`src/rtl/char_store.sv`:
```
// char_store: append-only character buffer for the password checker.
// Characters are appended in arrival order at index 'count'. Random-access
// reads return data one cycle after r_en. Only clear or reset frees space.
// Optional feature: define CHAR_STORE_VOWEL_CNT_EN to add the vowel_count
// port and a running count of stored ASCII vowels (DATA_W must be >= 8).
module char_store #(
    parameter int DATA_W = 8,
    parameter int ADDR_W = 6
) (
    input  logic              clock,
    input  logic              reset,
    input  logic              clear,
    input  logic              w_en,
    input  logic [DATA_W-1:0] w_data,
    output logic              w_ready,
    input  logic              r_en,
    input  logic [ADDR_W-1:0] r_addr,
    output logic [DATA_W-1:0] r_data,
    output logic              r_valid,
    output logic [ADDR_W:0]   count,
    output logic              empty,
    output logic              full,
    output logic              overflow
`ifdef CHAR_STORE_VOWEL_CNT_EN
    ,
    output logic [ADDR_W:0]   vowel_count
`endif
);

    localparam int DEPTH = 2 ** ADDR_W;

    // Full occupancy is exactly DEPTH, i.e. only the top bit of count set.
    localparam logic [ADDR_W:0] DEPTH_C = {1'b1, {ADDR_W{1'b0}}};
    localparam logic [ADDR_W:0] ONE_C   = {{ADDR_W{1'b0}}, 1'b1};

    logic [DATA_W-1:0] mem [DEPTH];

    logic [ADDR_W:0]   count_q, count_d;
    logic              overflow_q, overflow_d;
    logic              r_valid_q, r_valid_d;
    logic [DATA_W-1:0] r_data_q, r_data_d;
    logic              full_w;
    logic              wr_accept;
    logic              rd_hit;

`ifdef CHAR_STORE_VOWEL_CNT_EN
    logic [ADDR_W:0]   vowel_q, vowel_d;

    // Matches the ten ASCII vowels on the low byte of a character.
    function automatic logic is_vowel(input logic [7:0] c);
        case (c)
            8'h61, 8'h65, 8'h69, 8'h6F, 8'h75,
            8'h41, 8'h45, 8'h49, 8'h4F, 8'h55: is_vowel = 1'b1;
            default:                           is_vowel = 1'b0;
        endcase
    endfunction
`endif

    // Occupancy status, write acceptance and read hit are all derived from
    // the pre-edge count, so a same-cycle read never sees the slot being
    // written and a read during clear still sees the old contents.
    always_comb begin
        full_w    = (count_q == DEPTH_C);
        wr_accept = w_en & ~clear & ~full_w;
        rd_hit    = ({1'b0, r_addr} < count_q);
    end

    // Next-state for occupancy, the sticky overflow flag and the read port.
    always_comb begin
        count_d    = count_q;
        overflow_d = overflow_q;
        r_valid_d  = r_en;
        r_data_d   = r_data_q;
        if (clear) begin
            count_d    = '0;
            overflow_d = 1'b0;
        end else if (wr_accept) begin
            count_d = count_q + ONE_C;
        end else if (w_en) begin
            overflow_d = 1'b1;
        end
        if (r_en) begin
            r_data_d = rd_hit ? mem[r_addr] : '0;
        end
    end

`ifdef CHAR_STORE_VOWEL_CNT_EN
    // Vowel tally follows accepted appends only; dropped writes never count.
    always_comb begin
        vowel_d = vowel_q;
        if (clear) begin
            vowel_d = '0;
        end else if (wr_accept && is_vowel(w_data[7:0])) begin
            vowel_d = vowel_q + ONE_C;
        end
    end
`endif

    // Storage array: written at index count on an accepted append, never reset.
    always_ff @(posedge clock) begin
        if (wr_accept && !reset) begin
            mem[count_q[ADDR_W-1:0]] <= w_data;
        end
    end

    // State registers with synchronous reset; reset also kills an in-flight read.
    always_ff @(posedge clock) begin
        if (reset) begin
            count_q    <= '0;
            overflow_q <= 1'b0;
            r_valid_q  <= 1'b0;
            r_data_q   <= '0;
        end else begin
            count_q    <= count_d;
            overflow_q <= overflow_d;
            r_valid_q  <= r_valid_d;
            r_data_q   <= r_data_d;
        end
    end

`ifdef CHAR_STORE_VOWEL_CNT_EN
    // Vowel counter register, cleared alongside count.
    always_ff @(posedge clock) begin
        if (reset) begin
            vowel_q <= '0;
        end else begin
            vowel_q <= vowel_d;
        end
    end

    assign vowel_count = vowel_q;
`endif

    assign count    = count_q;
    assign full     = full_w;
    assign empty    = (count_q == '0);
    assign w_ready  = ~full_w;
    assign overflow = overflow_q;
    assign r_valid  = r_valid_q;
    assign r_data   = r_data_q;

endmodule
```
`config.mk`:
```
export PLATFORM = sky130hd
export DESIGN_NAME = char_store
export DESIGN_NICKNAME = d
export VERILOG_FILES = /design/src/rtl/char_store.sv
export SDC_FILE = /design/constraint.sdc
export NUM_CORES = 1
export LEC_CHECK = 0
export ABC_AREA = 1
export CAP_MARGIN = 20
export CORE_MARGIN = 1.5
export CORE_UTILIZATION = 50
export DETAILED_ROUTE_END_ITERATION = 16
export PLACE_DENSITY = 0.66
export SLEW_MARGIN = 20
export SYNTH_ARGS = -nofsm -noshare
export SYNTH_HDL_FRONTEND = slang
export SYNTH_SLANG_ARGS = --single-unit
```
`constraint.sdc`:
```
create_clock -name clock -period 3.1 [get_ports clock]
set_input_delay 0.775 -clock clock [delete_from_list [all_inputs] [get_ports clock]]
set_output_delay 0.775 -clock clock [all_outputs]
set_load 0.01 [all_outputs]
```
== After elaboration in Yosys (flattened, before gate mapping) ==
Memory sizes are Yosys's and may differ from the RTL's.
Cells that the tools add are included.
Storage, ports and cells
  memory bits (writable): 512
  memories: 1
  register bits: 17
Operators by class
  reduce and logical (&&, ||, !) cells: 5
  bitwise logic cells: 5
  multiplexer cells: 3
  order comparisons: 1
  add/subtract/negate cells: 1
  equal/unequal tests: 1
Memory list
  mem: words 64, bits a word 8, rd ports 1, clocked after memory_dff 0, write ports 1, line 36  | logic [DATA_W-1:0] mem [DEPTH];
Operator list (number)
  2-to-1 mux 8 bit: 1
  adder 7 x 1 -> 7 bit (second input constant): 1
  == test 7 bit (second input constant): 1
  zero test 7 bit: 1
  < comparator 6 x 7 -> 1 bit: 1
  inverter 1 bit: 3
  bitwise AND 1 bit: 2
  2-to-1 mux 1 bit: 2
  AND reduction 2 bit: 1
  OR reduction 2 bit: 1
  logical AND 1 bit: 1
  zero test 1 bit: 1

== Depth between registers and ports, before layout ==
  depth after elaboration: 6
  depth in mapped cells: 14

== Worst setup path after synthesis ==
Ideal clock, no wire load.
  path type: input -> register
  start: input port reset
  end: memory mem[11][0], enable pin
  setup time: 0.371 ns
  arrival time: 2.145 ns
  path buffers: 1
  path slack: 0.585 ns
  cell stages on the path: 6
  cells stage by stage: buf_2 -> nor2_1 -> inv_1 -> nor2_4 -> nand4_1 -> nor2_1
Between the ends
  word-level cells in the longest chain between the ends: 4
RTL lines
  start, declared: line 11  | input logic reset,
  zero test 1 bit: line 101  | if (wr_accept && !reset) begin
  logical AND 1 bit: line 101
  2-to-1 mux 1 bit: line 101
  2-to-1 mux 1 bit (implied by the code): line 102  | mem[count_q[ADDR_W-1:0]] <= w_data;
  end, declared: line 36
Every way passes these cells.

== Worst setup path in the final report ==
  start: register count_q[1] (netlist: count[1])
  end: output port w_ready
Between the ends
  word-level cells in the longest chain between the ends: 2
RTL lines
  start, declared: line 38  | logic [ADDR_W:0] count_q, count_d;
  start signal, assigned: line 114  | count_q <= count_d;
  == test 7 bit: line 63  | full_w = (count_q == DEPTH_C);
  inverter 1 bit: line 137  | assign w_ready = ~full_w;
  end, declared: line 15  | output logic w_ready,
Every way passes these cells.

==> impl_results.md <==
* Outcome: finished, final reports clean
* Total CTS buffers at 54
* Area of the mapped netlist at 21900 µm²
* Residual DRC at 0
* Slew Viols, Final at 0
* Clock network fraction of total power at 41.9%
* Worst slew pin tran at 726 ps
* Initial drt markers at 1540
* CTS clk-pin slew, worst paths at 60 ps
* Final Setup Violations at 0
* Synth top area cells: edfxtp_1, nand2_1, nand3_1
* Post-Syn Instances at 1895
* # IOs at 39
* Drt total wl at 54.1 mm
* R2R Path End: mem[25][3]$_DFFE_PP_
* R2R Path Start: count[1]$_SDFFE_PP0P_
* Port Buffers at 38
* # hold bufs at CTS at 0
* Worst Path Max Fanout at 6
* Initial antenna violation count at 0
* Max Freq at 0.338 GHz
* Cell variety after synth at 29
* Sequential area share after synthesis at 71.8%
* CP Launch Point: count[1]$_SDFFE_PP0P_
* Vias in the first global route at 14100
* Via-to-Cell Ratio at 5.55
* Reg power frac at 52.1%
* CTS root buf: clkbuf_16
* Final-stage net count at 2023
* Net Sw Frac at 22.0%
* Area of the multi-input gates at 5370 µm²
* Die area at 45000 µm²
* Top cell type's share of synthesized area at 70.3%
* Setup TNS at 0 ps
* Reg area at 15700 µm²
* Cell Chain, Critical Path: inv_2 -> ha_1 -> inv_1 -> nor3_2 -> nand2_2 -> clkdlybuf4s50_1
* Largest area contributor in the netlist: edfxtp_1
* YS warnings at 0
* CTS tree: built
* Synth Net Count at 1921
* Leak at 0.00914 µW
* Pint at 11800 µW
* Post-Layout Cell Count at 2625
* WP data arrival at 2180 ps
* Logic pwr share at 6.0%
* Pre-antenna DRT Iters at 5
* Chip width at 212 µm
* N_diodes at 0
* Final setup skew at 11.2 ps
* Max VDD drop at 0.502 mV
* Inst Count DP at 2523
* Pwr/cell area at 601 nW/µm²
* FF-to-FF setup slack at 670 ps
* WS Path Type: flop to output pin
* DR WL/cell at 20.6 µm
* Congestion Overflow GR at 0
* Routed Antenna Nets at 0
* RSZ-0062 raised after global routing: false
* Max_slew headroom at 51.6%
* Die height at 212 µm
* CP endpoint kind: output pin
* Max H-tree Level at 2
* Fillers at 3485
* TritonCTS Sinks at 529
* Data required, critical path at 2320 ps
* Final period util at 95.4%
* HP Class: flop to flop
* Hpwl dp at 33.4 mm
* Num rows at 76
* CP peak stage delay at 540 ps
* Layout cells sized above 1 at 10.9%
* Initial core utilization at 50.7%
* End of the worst hold path: r_data[6]$_SDFFE_PP0P_
* Worst-Skew Late Latency at 590 ps
* Worst Reg-to-Reg Cells at 11
* Min cycle time layout at 2960 ps
* Core area at 43200 µm²
* Synthesized area per cell at 11.5 µm²
* CP max stage cell: dfxtp_1
* Maxcap violations at 0
* Final hold violations at 0
* Area Growth Syn to Fin at 14.5%
* CTS max path bufs at 3
* Largest net degree at the start of global routing at 152
* Hold_sp: r_data[6]$_SDFFE_PP0P_
* Total GRT Usage at 24.6%
* Place WS at 212 ps
* Sw power at 3320 µW
* First-pass GRT wire length at 82.3 mm
* #FFs+latches synth at 529
* Setup WS post-layout at 144 ps
* RD Place Congestion at 0.871
* Total number of vias at 14600
* CP startpoint kind: flop
* Hold path depth at 2
[logic make-up (layout without fill, tap and decap cells)]
logic type,count (synthesis),after routing,synth area share [%]
AND/OR/NAND/NOR,1205,1205,23.5
flip-flops,529,529,71.8
buffers and inverters,131,276,3.70
adder cells (fa/ha/maj),7,7,0.400
AO/OA/AOI/OAI,23,23,0.560
[worst max-delay path, delay by kind of cell, from the launching register on]
kind	cells	cell delay [ps]
fa+ha+maj	1	190
buf+inv	3	710
flops	1	540
simple gates	2	150
[synth_stat cells (all sizes together)]
cell type	instances
nor3	4
o211a	1
o31ai	1
edfxtp	512
nand2	680
clkinv	2
nand3	439
o21ai	5
ha	7
nor2	73
a21oi	16
inv	18
dfxtp	17
nor3b	1
nor4	1
buf	93
nand4	7
clkbuf	18
[registers in the layout (all words and copies together), names as in the netlist]
register,count
overflow,1
count,7
r_valid,1
r_data,8
mem,512
[layout by cell type (no fill, tap or decap), types with 2 or more instances in the layout]
cell type / n
inv_2: 4
nor3_1: 2
clkdlybuf4s50_1: 27
nand4_1: 7
nand2_4: 2
edfxtp_1: 512
clkbuf_1: 9
nand2_1: 677
nor2_4: 2
clkbuf_16: 55
ha_1: 7
inv_1: 13
clkinv_1: 16
clkinv_2: 8
clkinv_4: 4
a21oi_1: 16
buf_2: 9
buf_12: 18
nor2_1: 70
bufinv_16: 5
clkinvlp_4: 2
o21ai_0: 5
buf_4: 102
nor3_2: 2
nand3_1: 438
dfxtp_1: 16
[per-stage QoR]
step	instance area, µm²	util, %	hold WS, ps	power [µW]
6_report	25100	58.1	476	15100
2_1_floorplan	21900	-	490	8520
5_1_grt	25100	58.1	506	15500
4_1_cts	25000	58.0	477	15100
3_3_place_gp	23300	54.0	466	8880
3_5_place_dp	23300	54.0	468	8900
[worst max path at each step]
stage	endpoint	slack, ps
floorplan	mem[11][0]$_DFFE_PP_	580
global route	full	5
CTS	full	40
finish	w_ready	140
detailed placement	mem[25][0]$_DFFE_PP_	210
global placement	mem[25][3]$_DFFE_PP_	190
[layout make-up]
class / count / share of cell area [%]
inverters: 20 / 0.329
clock buffers: 64 / 5.63
clock inverters: 35 / 1.23
flip-flops and latches: 529 / 62.7
repair buffers: 157 / 5.79
well taps: 585 / 2.92
multi-input cells: 1235 / 21.4
[power groups by stage]
stage / logic, µW / clock network [µW] / registers (µW)
floorplan: 520 / 0 / 8000
global placement: 883 / 0 / 8000
detailed placement: 895 / 0 / 8000
CTS: 899 / 6400 / 7850
global route: 989 / 6670 / 7850
finish: 903 / 6320 / 7850
[layer usage]
| metal | share of wire [%] | vias up | GRT usage, % | wire [µm] |
|---|---|---|---|---|
| li1 | - | 6852 | - | - |
| met1 | 42 | 7035 | 34.4 | 22800 |
| met2 | 47 | 564 | 39.1 | 25400 |
| met3 | 7.4 | 108 | 4.21 | 4020 |
| met4 | 3.4 | 0 | 8.66 | 1850 |
| met5 | 0 | - | 0 | 0 |
[what timing repair did]
item                                   4_1_cts  5_1_grt
buffers inserted                             0        3
cloned                                       0        0
setup endpoints to repair                    3        3
resized for setup                            2        3
pin swaps                                    0        0
endpoints found under the hold margin        0        0
Note: power is estimated with default switching activity, not from simulation.
